File: config.mk
export PLATFORM = sky130hd
export DESIGN_NAME = fan_out_collector
export DESIGN_NICKNAME = d
export VERILOG_FILES = /design/src/rtl/fan_pkg.sv /design/src/rtl/fan_lsb_pick.sv /design/src/rtl/fan_out_collector.sv
export SDC_FILE = /design/constraint.sdc
export NUM_CORES = 1
export LEC_CHECK = 0
export ABC_AREA = 1
export CAP_MARGIN = 20
export CORE_AREA = 2 2 78 80
export DETAILED_ROUTE_END_ITERATION = 8
export DIE_AREA = 0 0 80 82
export PLACE_DENSITY = 0.84
export REMOVE_ABC_BUFFERS = 1
export SYNTH_ARGS = -nofsm -noshare
export SYNTH_HDL_FRONTEND = slang
export SYNTH_SLANG_ARGS = --single-unit
File: constraint.sdc
create_clock -name clk -period 4.08 [get_ports clk]
set_input_delay 0.816 -clock clk [delete_from_list [all_inputs] [get_ports clk]]
set_output_delay 0.816 -clock clk [all_outputs]
set_load 0.01 [all_outputs]
File: src/rtl/fan_pkg.sv
// ============================================================================
// Module  : fan_pkg
// Purpose : Shared types, constants and helpers for the fan_adder family.
// Revision: 1.0 - initial release
// ============================================================================
`default_nettype none

package fan_pkg;

    localparam int c_dw_data = 8;
    localparam int c_num_out = 4;
    localparam int c_dw_out  = 16;

    typedef enum logic [0:0] {
        IDLE  = 1'b0,
        DRAIN = 1'b1
    } fan_state_e;

    // Lane tag width; never narrower than one bit.
    function automatic int lane_w(input int num_lanes);
        return (num_lanes > 1) ? $clog2(num_lanes) : 1;
    endfunction

    function automatic int ext_w(input int dw_out, input int dw_data);
        return dw_out - dw_data;
    endfunction

endpackage

`default_nettype wire

File: src/rtl/fan_lsb_pick.sv
// ============================================================================
// Module  : fan_lsb_pick
// Purpose : Lowest-set-bit priority encoder: index, one-hot and single-bit flag.
// Revision: 1.0 - initial release
// ============================================================================
`default_nettype none

module fan_lsb_pick #(
    parameter int NUM_OUT = 4,
    parameter int LANE_W  = 2
) (
    input  logic [NUM_OUT-1:0] mask,
    output logic [LANE_W-1:0]  lsb_idx,
    output logic [NUM_OUT-1:0] lsb_onehot,
    output logic               single
);

    always_comb begin
        lsb_idx = '0;
        for (int i = NUM_OUT - 1; i >= 0; i--) begin
            if (mask[i]) begin
                lsb_idx = LANE_W'(i);
            end
        end
    end

    assign lsb_onehot = mask & (~mask + NUM_OUT'(1));
    assign single     = (mask != '0) && ((mask & (mask - NUM_OUT'(1))) == '0);

endmodule

`default_nettype wire

File: src/rtl/fan_out_collector.sv
// ============================================================================
// Module  : fan_out_collector
// Purpose : Serialises masked result lanes of a bundle into a tagged stream.
// Revision: 1.0 - initial release
// ============================================================================
`default_nettype none

module fan_out_collector
    import fan_pkg::*;
#(
    parameter int DW_DATA = c_dw_data,
    parameter int NUM_OUT = c_num_out,
    parameter int DW_OUT  = c_dw_out,
    parameter int SIGNED  = 1,
    parameter int LANE_W  = lane_w(NUM_OUT),
    parameter int IDX_W   = 8
) (
    input  logic                       clk,
    input  logic                       rst,
    input  logic                       in_valid,
    output logic                       in_ready,
    input  logic [DW_DATA*NUM_OUT-1:0] in_data,
    input  logic [NUM_OUT-1:0]         in_mask,
    input  logic                       in_last,
    output logic                       out_valid,
    input  logic                       out_ready,
    output logic [DW_OUT-1:0]          out_data,
    output logic [LANE_W-1:0]          out_lane,
    output logic [IDX_W-1:0]           out_idx,
    output logic                       out_last,
    output logic                       busy
);

    localparam int c_ext_w = ext_w(DW_OUT, DW_DATA);

    fan_state_e                 r_state;
    fan_state_e                 w_state_nxt;
    logic [NUM_OUT-1:0]         r_pend;
    logic [NUM_OUT-1:0]         r_clr;
    logic                       r_single;
    logic [DW_DATA*NUM_OUT-1:0] r_data;
    logic                       r_last;

    logic                       w_in_fire;
    logic                       w_out_fire;
    logic [NUM_OUT-1:0]         w_pend_nxt;
    logic [DW_DATA*NUM_OUT-1:0] w_data_nxt;
    logic                       w_last_nxt;
    logic [IDX_W-1:0]           w_idx_nxt;
    logic [LANE_W-1:0]          w_pick_idx;
    logic [NUM_OUT-1:0]         w_pick_clr;
    logic                       w_pick_single;
    logic [DW_DATA-1:0]         w_lane_raw;
    logic [DW_OUT-1:0]          w_ext;

    // r_clr/r_single describe the beat currently on the output, so the
    // handshake logic never has to re-encode the pending mask.
    assign in_ready   = (r_state == IDLE) || (out_ready && r_single);
    assign out_valid  = (r_state == DRAIN);
    assign busy       = (r_state == DRAIN);
    assign w_in_fire  = in_valid && in_ready;
    assign w_out_fire = out_valid && out_ready;

    always_ff @(posedge clk) begin
        if (rst) begin
            r_state <= IDLE;
        end else begin
            r_state <= w_state_nxt;
        end
    end

    always_comb begin
        w_state_nxt = r_state;
        w_pend_nxt  = w_out_fire ? (r_pend & ~r_clr) : r_pend;
        w_data_nxt  = r_data;
        w_last_nxt  = r_last;
        if (w_in_fire) begin
            w_pend_nxt = in_mask;
            w_data_nxt = in_data;
            w_last_nxt = in_last;
        end
        case (r_state)
            IDLE:    if (w_pend_nxt != '0) w_state_nxt = DRAIN;
            DRAIN:   if (w_pend_nxt == '0) w_state_nxt = IDLE;
            default: w_state_nxt = IDLE;
        endcase
    end

    always_comb begin
        w_idx_nxt = out_idx;
        if (w_out_fire) begin
            w_idx_nxt = out_last ? '0 : out_idx + IDX_W'(1);
        end
        if (w_in_fire && (in_mask == '0) && in_last) begin
            w_idx_nxt = '0;
        end
    end

    fan_lsb_pick #(
        .NUM_OUT (NUM_OUT),
        .LANE_W  (LANE_W)
    ) u_pick (
        .mask       (w_pend_nxt),
        .lsb_idx    (w_pick_idx),
        .lsb_onehot (w_pick_clr),
        .single     (w_pick_single)
    );

    always_comb begin
        w_lane_raw = '0;
        for (int i = 0; i < NUM_OUT; i++) begin
            if (w_pick_idx == LANE_W'(i)) begin
                w_lane_raw = w_data_nxt[i*DW_DATA +: DW_DATA];
            end
        end
    end

    generate
        if (c_ext_w == 0) begin : g_ext_none
            assign w_ext = w_lane_raw;
        end else if (SIGNED != 0) begin : g_ext_sign
            assign w_ext = {{c_ext_w{w_lane_raw[DW_DATA-1]}}, w_lane_raw};
        end else begin : g_ext_zero
            assign w_ext = {{c_ext_w{1'b0}}, w_lane_raw};
        end
    endgenerate

    always_ff @(posedge clk) begin
        if (rst) begin
            r_pend   <= '0;
            r_clr    <= '0;
            r_single <= 1'b0;
            r_data   <= '0;
            r_last   <= 1'b0;
            out_data <= '0;
            out_lane <= '0;
            out_idx  <= '0;
            out_last <= 1'b0;
        end else begin
            r_pend   <= w_pend_nxt;
            r_clr    <= w_pick_clr;
            r_single <= w_pick_single;
            r_data   <= w_data_nxt;
            r_last   <= w_last_nxt;
            out_idx  <= w_idx_nxt;
            if (w_pend_nxt != '0) begin
                out_data <= w_ext;
                out_lane <= w_pick_idx;
                out_last <= w_last_nxt && w_pick_single;
            end else begin
                out_last <= 1'b0;
            end
        end
    end

endmodule

`default_nettype wire

# After elaboration in Yosys (flattened, before gate mapping)
# Cells that the tools add are included.
[totals] ff_bits=62 inputBits=41 out_inout_bits=30 wordCells=54
[op_classes] add_sub_neg=3 eq_ne=3 mux=16 bitwise_logic=7 n_reduce_logical=15
[op_table] op="$mux 8" count=5
[op_table] op="$mux 32" count=1
[op_table] op="$and 4x4->4" count=3
[op_table] op="$logic_not 4->1" count=3
[op_table] op="$add 8x1->8 const B" count=1
[op_table] op="$mux 2" count=4
[op_table] op="$mux 4" count=2
[op_table] op="$not 4->4" count=2
[op_table] op="$logic_and 1x1->1" count=7
[op_table] op="$add 4x1->4 const B" count=1
[op_table] op="$eq 2x2->1 const B" count=2
[op_table] op="$reduce_bool 4->1" count=1
[op_table] op="$reduce_or 2->1" count=2
[op_table] op="$sub 4x1->4 const B" count=1
[op_table] op="$mux 1" count=3
[op_table] op="$eq 2x1->1 const B" count=1
[op_table] op="$logic_not 2->1" count=1
[op_table] op="$not 1->1" count=2
[op_table] op="$pmux 1 s2" count=1
[op_table] op="$logic_or 1x1->1" count=1

# Depth between registers and ports, before layout
# Gate-level depths: netlist of the first run.
[logic_depth] ltp_word=13 mapped_depth=12 depth_no_buf=12

# Hierarchy
# Synthesis of the first run repeated with hierarchy kept, for this count alone.
[hier_totals] hier_cells=472 hier_area_um2=3091.7
[by_module_without_submodules] module="fan_out_collector" n_inst=1 cells_each=452 area_each_um2=2996.6 seq_area_each_um2=1241.2
[by_module_without_submodules] module="fan_lsb_pick" n_inst=1 cells_each=20 area_each_um2=95.1 seq_area_each_um2=0.0

# Worst setup path after synthesis of the first run
# No wires, ideal clock.
[synth_path] path_kind="input-to-reg" startpoint="input out_ready" endpoint="register out_data[4]" setup_ns=0.116 t_arrival_ns=1.838 required_time_ns=3.964 slack_ns=2.126 cell_stages=12 n_path_buf=2 path_cell_list="nand2_1 -> nand2_2 -> buf_6 -> nand3_2 -> nand2_2 -> nor2_4 -> buf_6 -> nand3_4 -> nand2_2 -> nor2_1 -> o21ai_1 -> nand2_1"
[synth_between] elab_chain_cells=13 elab_cells_between_ends=20 classes_between="eq/ne (3); mux (11); reduce/logical (6)"
[synth_lines] item="start, declared" line="fan_out_collector.sv:26" text="input logic out_ready,"
[synth_lines] item="$logic_and 1x1->1 (*)" line="fan_out_collector.sv:58" text="assign in_ready = (r_state == IDLE) || (out_ready && r_single);"
[synth_lines] item="$logic_or 1x1->1 (*)" line="fan_out_collector.sv:58"
[synth_lines] item="via in_ready" line="fan_out_collector.sv:21" text="output logic in_ready,"
[synth_lines] item="$logic_and 1x1->1 (*)" line="fan_out_collector.sv:61" text="assign w_in_fire = in_valid && in_ready;"
[synth_lines] item="$mux 4" line="fan_out_collector.sv:77" text="if (w_in_fire) begin"
[synth_lines] item="$mux 2 (4 in a row)" line="fan_lsb_pick.sv:21" text="if (mask[i]) begin"
[synth_lines] item="$logic_not 2->1" line="fan_out_collector.sv:112" text="if (w_pick_idx == LANE_W'(i)) begin"
[synth_lines] item="$mux 8 (4 in a row)" line="fan_out_collector.sv:112"
[synth_lines] item="end signal, assigned" line="fan_out_collector.sv:147" text="out_data <= w_ext;"
[synth_lines] item="end, declared" line="fan_out_collector.sv:27" text="output logic [DW_OUT-1:0] out_data,"
# The timed path passes the listed nets; every way through them passes the cells marked *.
# A chain may end at the register's enable or synchronous reset.

# Worst setup path in the final report of the first run
[layout_path] startpoint="input out_ready" endpoint="output in_ready"
[layout_between] elab_chain_cells=2
[layout_lines] item="$logic_and 1x1->1" line="fan_out_collector.sv:58"
[layout_lines] item="$logic_or 1x1->1" line="fan_out_collector.sv:58"
[layout_lines] item="end, declared" line="fan_out_collector.sv:21"
# Every way passes these cells.

==> impl_results.md, run 1 <==
* Dpl cell area at 3560 um^2
* Initial Util at 50.9%
* Vias per cell at 4.99
* First-pass detailed-route iteration total at 4
* Row Count at 28
* HPWL Detailed at 4710 um
* Seq cells post-synth at 61
* Yosys warns at 0
* Setup_tns at 0 ps
* Worst path required time at 3260 ps
* # hold bufs at CTS at 0
* Post-CTS setup buffers at 0
* Max Root-Sink Buffers at 2
* Status: complete, no violations
* CP Class: in2out
* Pint at 0.00114 W
* Final Critical Period at 3110 ps
* Port Buffers at 70
* Max Clock Skew at 7.01 ps
* Post-CTS sizing at 0
* Clock-pin slew on the worst setup and hold paths at 70 ps
* Cells after Synth at 402
* Slew headroom at 38.1%
* Power per cell area at 439 nW/um^2
* Die H at 82 um
* Net switching share of the total power at 30.6%
* Final WL at 6580 um
* Top cell type's share of synthesized area at 41.8%
* Total number of vias at 2692
* Fillers at 507
* Leakage Power at 1.65 nW
* Post-Syn Area at 2920 um^2
* Seq pwr share at 41.4%
* Antenna Diode Count at 0
* Final nets at 502
* TritonCTS clock tree: yes
* Combinational fraction of design power at 26.8%
* Count of final setup violators at 0
* Fraction of layout cells with a size suffix above 1 at 11.6%
* Net Sw Power at 0.000504 W
* RSZ-0062 raised after global routing: false
* Initial antenna violation count at 0
* Hold Fails Final Rpt at 0
* Fin. max-slew vios at 0
* Grt ovf at 0
* Max Freq at 322 MHz
* Peak VDD IR at 0.246 mV
* ANT nets after route at 0
* Num Clock Sinks at 61
* Worst Tran Pin Value at 929 ps
* Die area at 6560 um^2
* Die X at 80 um
* Hold crit path type: reg2reg
* Gp weighted congestion at 0.831
* Synth Area per Inst at 7.27 um^2
* Remaining DRCs at 0
* Clk_lat worst skew at 340 ps
* Reg area at 1220 um^2
* Arrival @ worst endpoint at 2290 ps
* Vias in the first global route at 2583
* CP Launch Type: primary input
* Synth unique cells at 34
* Htree depth at 3
* Top cell type by total area after synthesis: dfxtp_1
* Final Total Pwr at 0.00165 W
* Final Instance Area at 3750 um^2
* CTS root buffer: clkbuf_8
* Maxcap violations at 0
* Crit share post-route at 76.2%
* Core area at 5750 um^2
* Total CTS buffers at 9
* Wirelength per Cell at 12.2 um
* Layout area overhead at 28.2%
* Synth area leaders: dfxtp_1 42%, nand2_1 15%, nor2_1 5.3%
* CP Capture Type: output port
* Multi-input logic area at 1430 um^2
* Clk pwr share at 31.8%
* GR Util All Layers at 21.5%
* Initial DRC Count at 139
* Global-route wire length before repair at 10900 um
* Register area share after synthesis at 41.8%
* Critical Path Fanout Max at 12
* IO Pins at 71
* Largest net degree at the start of global routing at 49
[cells in the mapped netlist (all sizes together)]
cell type / instances
xnor2: 2
inv: 29
a21oi: 28
ha: 1
nand2: 130
nor3: 4
a31oi: 2
nand3: 30
o21a: 4
nor2: 45
buf: 20
o211a: 1
nand3b: 1
clkbuf: 4
dfxtp: 61
nor3b: 3
or2: 12
o21ai: 25
[power by group through the flow]
stage          registers, W  clock network (W)  logic, W
2_1_floorplan      0.000708                  0  0.000239
3_3_place_gp       0.000694                  0  0.000431
3_5_place_dp       0.000695                  0  0.000440
4_1_cts            0.000682           0.000536  0.000443
5_1_grt            0.000688           0.000562  0.000492
6_report           0.000682           0.000524  0.000442
[flip-flops by register name, indices dropped and copies added (netlist names)]
signal    count
busy          1
out_data      8
out_idx       8
out_lane      2
out_last      1
r_clr         3
r_data       32
r_last        1
r_pend        4
r_single      1
[logic make-up after synthesis]
group / share of synthesized area (%)
and+or+nand+nor: 36.2
DFF: 41.8
AOI/OAI and AO/OA: 11.6
buffers and inverters: 9.41
xor gates and xnor gates: 0.599
adders and majority gates: 0.428
[metal layers]
layer	track usage, %	routed length, um	vias up
li1	-	-	1387
met1	25.2	2950	1219
met2	37.2	3220	74
met3	6.15	308	12
met4	8.14	95	0
met5	0	0	-
[placed cells by master, fill, tap and decap left out, types with 2 or more instances in the layout]
cell             instances
nand3_2                  3
inv_2                    3
a21oi_2                  4
o21ai_1                  5
clkbuf_8                10
dfxtp_1                 61
nand2_2                  8
nor2_4                   2
or2_2                    7
nand3_1                 26
nor2_1                  41
nor3b_1                  3
o21ai_0                 20
inv_1                   25
clkdlybuf4s50_1         69
nand2_1                116
clkinv_2                 2
or2_1                    5
nor3_1                   4
o21a_1                   4
a21oi_1                 24
clkbuf_1                 2
nand2_4                  6
xnor2_1                  2
[metrics by stage]
step	utilization, %	worst slack [ps]	instances	hold WS [ps]
floorplan	-	1680	378	442
global placement	61.9	940	524	453
detailed placement	61.9	823	524	460
CTS	65.3	971	540	473
global route	65.3	864	540	485
finish	65.3	970	540	466
[path summary, 6_finish.rpt]
path	start	to	slack (ps)	cells after the start
min	out_data[4]	out_data[4]	470	2
min reg2reg	out_data[4]	out_data[4]	470	2
max reg2reg	busy	out_data[5]	1770	9
max	out_ready	in_ready	970	4
[area by class of cell]
type                    instances  area share, %
multi-input cells             288           38.1
flip-flops and latches         61           32.6
repair buffers                 71           18.8
clock buffers                  12           3.87
inverters                      29           2.97
well taps                      75           2.50
clock inverters                 4           1.27
[worst max-delay path, cell delays in order]
cell,delay [ps]
clkdlybuf4s50_1,570
nand2_1,100
nand2_2,210
clkdlybuf4s50_1,600
Power figures use the tool's default switching activity.
==> run 2: changes to the inputs <==
--- a/config.mk
+++ b/config.mk
@@ -7,10 +7,10 @@
 export LEC_CHECK = 0
 export ABC_AREA = 1
 export CAP_MARGIN = 20
-export CORE_AREA = 2 2 78 80
+export CORE_AREA = 2 2 81 83
 export DETAILED_ROUTE_END_ITERATION = 8
-export DIE_AREA = 0 0 80 82
-export PLACE_DENSITY = 0.84
+export DIE_AREA = 0 0 83 85
+export PLACE_DENSITY = 0.79
 export REMOVE_ABC_BUFFERS = 1
 export SYNTH_ARGS = -nofsm -noshare
 export SYNTH_HDL_FRONTEND = slang
==> constraint.sdc (replaced) <==
create_clock -name clk -period 2.9 [get_ports clk]
set_input_delay 0.58 -clock clk [delete_from_list [all_inputs] [get_ports clk]]
set_output_delay 0.58 -clock clk [all_outputs]
set_load 0.01 [all_outputs]
==> run 2 against run 1 <==
Compared with the run above: sequential power up 41%; sequential cell count unchanged; clock skew is essentially flat; cell count up 1.1%; hold slack worse by 6.4 ps; routed wire length rose by 5.4%; register-to-register slack lost 920 ps; clock power grew 64%; critical path depth did not move; largest cell class unchanged.
==> impl_results.md, run 2 (synthesized netlist as in run 1, its figures left out) <==
* CTS root buffer: clkbuf_8 (unchanged)
* Fin cells at 546 (was 540)
* Arrival @ worst endpoint at 1900 ps (was 2290 ps)
* CP Class: in2out (unchanged)
* # hold bufs at CTS at 0 (unchanged)
* Port Buffers at 70 (unchanged)
* Clk_lat worst skew at 350 ps (was 340 ps)
* Die area at 7060 um^2 (was 6560 um^2)
* CP cell instances: clkdlybuf4s50_1, nand2_1, nand2_2, clkdlybuf4s50_1 (unchanged)
* Critical Path Fanout Max at 5 (was 12)
* Final Util at 61.6% (was 65.3%)
* RSZ-0062 raised after global routing: false (unchanged)
* Max Clock Skew at 6.93 ps (was 7.01 ps)
* CP Capture Type: output port (unchanged)
* Max Root-Sink Buffers at 2 (unchanged)
* Placed cells at 530 (was 524)
* Initial DRC Count at 159 (was 139)
* Setup_tns at 0 ps (unchanged)
* Total number of vias at 2724 (was 2692)
* Fin. max-slew vios at 0 (unchanged)
* First-pass detailed-route iteration total at 4 (unchanged)
* Final Critical Period at 2480 ps
* Gp weighted congestion at 0.845 (was 0.831)
* Grt ovf at 0 (unchanged)
* Hold Fails Final Rpt at 0 (unchanged)
* Vias per cell at 4.99 (about the same)
* Most common cell after layout, fill and taps aside: nand2_1 (unchanged)
* Row Count at 29 (was 28)
* Post-CTS setup buffers at 0 (unchanged)
* Slowest cell delay on critical path at 570 ps (was 600 ps)
* Power per cell area at 642 nW/um^2 (was 439 nW/um^2)
* Post-CTS sizing at 0 (unchanged)
* Crit path max-delay family: buffers and inverters (unchanged)
* Vias in the first global route at 2593 (was 2583)
* Worst path required time at 2320 ps (was 3260 ps)
* Biggest regs: r_data: 32 flops, out_data: 8 flops, out_idx: 8 flops (unchanged)
* Initial Util at 47.1% (was 50.9%)
* Most frequent cells in the layout: 116 x nand2_1, 70 x clkdlybuf4s50_1, 61 x dfxtp_1 (was 116 x nand2_1, 69 x clkdlybuf4s50_1, 61 x dfxtp_1)
* Peak VDD IR at 0.400 mV (was 0.246 mV)
* Fraction of layout cells with a size suffix above 1 at 12.4% (was 11.6%)
* Hold crit path type: reg2reg (unchanged)
* Reg2reg path depth at 9 (unchanged)
* Die X at 83 um (was 80 um)
* Layout area overhead at 30.6% (was 28.2%)
* Slew headroom at 68.3% (was 38.1%)
* Crit path buffers/inverters at 2 (unchanged)
* Worst path most repeated cell: clkdlybuf4s50_1 (unchanged)
* Slack of the worst reg-to-reg path at 850 ps (was 1770 ps)
* Count of final setup violators at 0 (unchanged)
* Total CTS buffers at 9 (unchanged)
* ANT nets after route at 0 (unchanged)
* Antenna Diode Count at 0 (unchanged)
* Max Freq at 404 MHz
* Htree depth at 3 (unchanged)
* Pre-CTS WS at 131 ps (was 823 ps)
* CP Launch Point: out_ready (unchanged)
* Die H at 85 um (was 82 um)
* Largest net degree at the start of global routing at 35 (was 49)
* Maxcap violations at 0 (unchanged)
* Capture point of the worst reg-to-reg path: out_data[7] (was out_data[5])
* Register name with the most flops: r_data (unchanged)
* Worst flop-to-flop path startpoint: busy (unchanged)
* Fillers at 557 (was 507)
* GR Util All Layers at 20.3% (was 21.5%)
* Num Clock Sinks at 61 (unchanged)
* Max reg flops at 32 (unchanged)
* Final WL at 6930 um (was 6580 um)
* Final worst slack at 424 ps (was 970 ps)
* CP Launch Type: primary input (unchanged)
* CP Capture Point: in_ready (unchanged)
* Final nets at 506 (was 502)
* Global-route wire length before repair at 11700 um (was 10900 um)
* Slowest-stage cell, CP: clkdlybuf4s50_1 (unchanged)
* Remaining DRCs at 0 (unchanged)
* IO Pins at 71 (unchanged)
* Core area at 6200 um^2 (was 5750 um^2)
* Status: complete, no violations (unchanged)
* HPWL Detailed at 4930 um (was 4710 um)
* Clock-pin slew on the worst setup and hold paths at 70 ps (about the same)
* Worst Tran Pin Value at 475 ps (was 929 ps)
* Crit share post-route at 85.4%
* Leakage Power at 1.68 nW (was 1.65 nW)
* Initial antenna violation count at 0 (unchanged)
* TritonCTS clock tree: yes (unchanged)
* Wirelength per Cell at 12.7 um (was 12.2 um)
* WP depth at 4 (unchanged)
==> run 2: per-layer routing <==
| metal | GRT usage (%) | part of all wire, % |
|---|---|---|
| met5 | 0 | 0 |
| met4 | 9.99 | 1.4 |
| met3 | 4.38 | 5.3 |
| met2 | 35.3 | 50 |
| met1 | 23.8 | 44 |
==> run 2: tightest hold or removal path: stages, from the launching register on <==
cell     delay [ps]
dfxtp_1         320
nand2_1          60
nand2_1          40
==> run 2: worst min path at each step <==
stage | slack (ps) | from | end | depth (start not counted)
final | 460 | out_data[6] | out_data[6] | 2
after global routing | 480 | out_data[6] | out_data[6] | 2
after CTS | 460 | out_data[6] | out_data[6] | 2
after detailed placement | 450 | out_data[6] | out_data[6] | 2
after global placement | 450 | out_data[6] | out_data[6] | 2
after floorplan | 440 | r_data[10] | r_data[10] | 2
==> run 2: power by group <==
part / total, W / internal, W / switching (W)
Combinational: 0.000633 / 0.000276 / 0.000357
Clock: 0.000859 / 0.000509 / 0.000350
Sequential: 0.000959 / 0.000920 / 0.0000397
==> run 2: area by class of cell <==
class	count	area, um^2	area share (%)
repair buffers	75	738	19.3
clock buffers	11	141	3.70
well taps	77	96.3	2.52
clock inverters	5	83.8	2.19
multi-input cells	288	1430	37.4
flip-flops and latches	61	1220	32.0
inverters	29	111	2.92
==> run 2: through the flow <==
stage,total power (W),instance area (um^2),hold slack (ps)
floorplan,0.00133,2760,442
global placement,0.00159,3590,448
detailed placement,0.00161,3590,450
CTS,0.00246,3820,462
global route,0.00257,3820,476
finish,0.00245,3820,460
==> edit, RTL diff (config.mk and constraints of run 2) <==
The parameter `IDX_W` goes from 8 to 7.
--- a/src/rtl/fan_out_collector.sv
+++ b/src/rtl/fan_out_collector.sv
@@ -15,3 +15,3 @@
     parameter int LANE_W  = lane_w(NUM_OUT),
-    parameter int IDX_W   = 8
+    parameter int IDX_W   = 7
 ) (
Ports: changed (resized out_idx); port bits go from 71 to 70. The function was not compared with the original's and may differ.
==> edit against run 2 <==
  * Critical path depth stayed put
  * Final cell count decreased by 4.2%
  * Sequential cell count is 1 lower
  * Area after synthesis decreased by 2.5%
  * Worst setup slack improved by 0.042 ns
  * Synthesized cell count down 5.7%
  * Clock power decreased by 25%
  * Design area shrank 4.5%
  * Hold slack better by 0.012 ns
  * Routed wire length shrank 5.9%
  * Combinational power is 3% higher
  * Count of clock-buffer cells in the layout grew 3
  * Total power shrank 8.2%
  * Critical endpoint unchanged
  * Highest routed layer unchanged
==> edit: results (changes against run 2) <==
Run status: finished clean (unchanged)
# Post-CTS Setup Buffers: 0 (unchanged)
Met2 wire length: 3046 um (was 3445 um)
Seq pwr share: 0.427 (was 0.391)
Met3 WL: 456 um (was 367 um)
Top cells by count, synth: 68 x nand2_1, 60 x dfxtp_1, 44 x nor2_1 (was 116 x nand2_1, 61 x dfxtp_1, 41 x nor2_1)
# diodes: 0 (unchanged)
Post-CTS sizing: 0 (unchanged)
Maximum vdd drop: 0.3206 mV (was 0.4004 mV)
Fin nets: 483 (was 506)
Total power: 2.250 mW (was 2.451 mW)
Met2 GRT Util: 0.3255 (was 0.3534)
Synth Warn #: 0 (unchanged)
Reg-to-reg startpoint: busy (unchanged)
CP max stage cell: clkdlybuf4s50_1 (unchanged)
R2R depth: 11 (was 9)
Clock Skew: 0.006735 ns (was 0.006929 ns)
R2R setup slack: 0.82 ns (was 0.85 ns)
Top flop regs: r_data: 32 flops, out_data: 8 flops, out_idx: 7 flops (was r_data: 32 flops, out_data: 8 flops, out_idx: 8 flops)
Drt pass-1 iters: 4 (unchanged)
Top post-synthesis cells by area: dfxtp_1 42%, nand2_1 9.0%, nand3_1 5.8% (was dfxtp_1 42%, nand2_1 15%, nor2_1 5.3%)
Iter 0 DRT Violations: 121 (was 159)
Number of remaining DRC errors: 0 (unchanged)
Cells after synthesis: 379 (was 402)
Synth cell types: 36 (was 34)
Worst slew pin tran: 0.3173 ns (was 0.4753 ns)
DP Area: 3487 um^2 (was 3595 um^2)
PortBufs: 69 (was 70)
Overall routing resource usage: 0.1959 (was 0.2033)
H-tree depth: 3 (unchanged)
Post-synthesis sequential area ratio: 0.4214 (was 0.4176)
Crit Reg-Reg Endpoint: out_data[2] (was out_data[7])
WL met1: 2923 um (was 3019 um)
Top Layer Used: met4 (unchanged)
Worst Path Arrival: 1.85 ns (was 1.90 ns)
Vias: 2577 (was 2724)
Number of global-route vias before repair: 2519 (was 2593)
Layout cells sized above 1: 0.1009 (was 0.1237)
Placed Cells incl. Taps: 507 (was 530)
Leak Pwr: 1.646 nW (was 1.676 nW)
P_int: 1.550 mW (was 1.705 mW)
Largest net degree at the start of global routing: 30 (was 35)
DP HPWL: 4626 um (was 4928 um)
Final Wtd Congestion: 0.8112 (was 0.8446)
Comb group: 650 uW (was 633 uW)
Cell Count, Final, Fillers Out: 523 (was 546)
Worst hold path class: reg -> reg (unchanged)
First-pass GRT wire length: 11120 um (was 11710 um)
Met3 usage in global routing: 0.05642 (was 0.04377)
Post-Route WL: 6520 um (was 6928 um)
[edit: cell count changes after synthesis, moves of 4 or more]
cell	delta
o21ai_0	-4
a21oi_1	-13
buf_2	-5
o21a_1	+6
nand2_1	-48
nand3_1	+7
or2_0	+14
nand4_1	+7
inv_1	+17
a21oi_2	-4
[edit: how the worst min path moves through the flow]
| stage | start | end | slack (ns) | depth (start not counted) |
|---|---|---|---|---|
| global placement | r_data[19] | r_data[19] | 0.46 | 2 |
| finish | r_data[22] | r_data[22] | 0.47 | 2 |
| detailed placement | r_data[22] | r_data[22] | 0.46 | 2 |
| CTS | r_data[22] | r_data[22] | 0.47 | 2 |
| floorplan | r_data[16] | r_data[16] | 0.45 | 2 |
| global route | out_data[6] | out_data[6] | 0.50 | 2 |
[edit: per-stage QoR]
stage | setup slack, ns | hold slack (ns)
6_report | 0.4656 | 0.4715
3_3_place_gp | 0.2197 | 0.4601
5_1_grt | 0.3147 | 0.5046
3_5_place_dp | 0.1469 | 0.4637
2_1_floorplan | 0.6219 | 0.4462
4_1_cts | 0.4607 | 0.4733
[edit: final cells by class]
class                           count  area [um^2]
Clock buffer                       14        152.6
Fill cell                         567         2555
Sequential cell                    60         1201
Multi-Input combinational cell    250         1282
Inverter                           45        171.4
Tap cell                           77        96.34
Timing Repair Buffer               75        735.7
Clock inverter                      2        10.01
[edit: kinds of logic after synthesis]
family,count (synthesis),synth area share
AND/OR/NAND/NOR,197,0.3332
flip-flops,60,0.4214
AO/OA/AOI/OAI,48,0.1001
buffers and inverters,69,0.1286
adder cells (fa/ha/maj),1,0.004389
XOR/XNOR,4,0.01229
[edit: worst max-delay path: cells and delay by family]
family	cells	cell delay [ns]
buffers and inverters	2	1.10
and+or+nand+nor	2	0.18
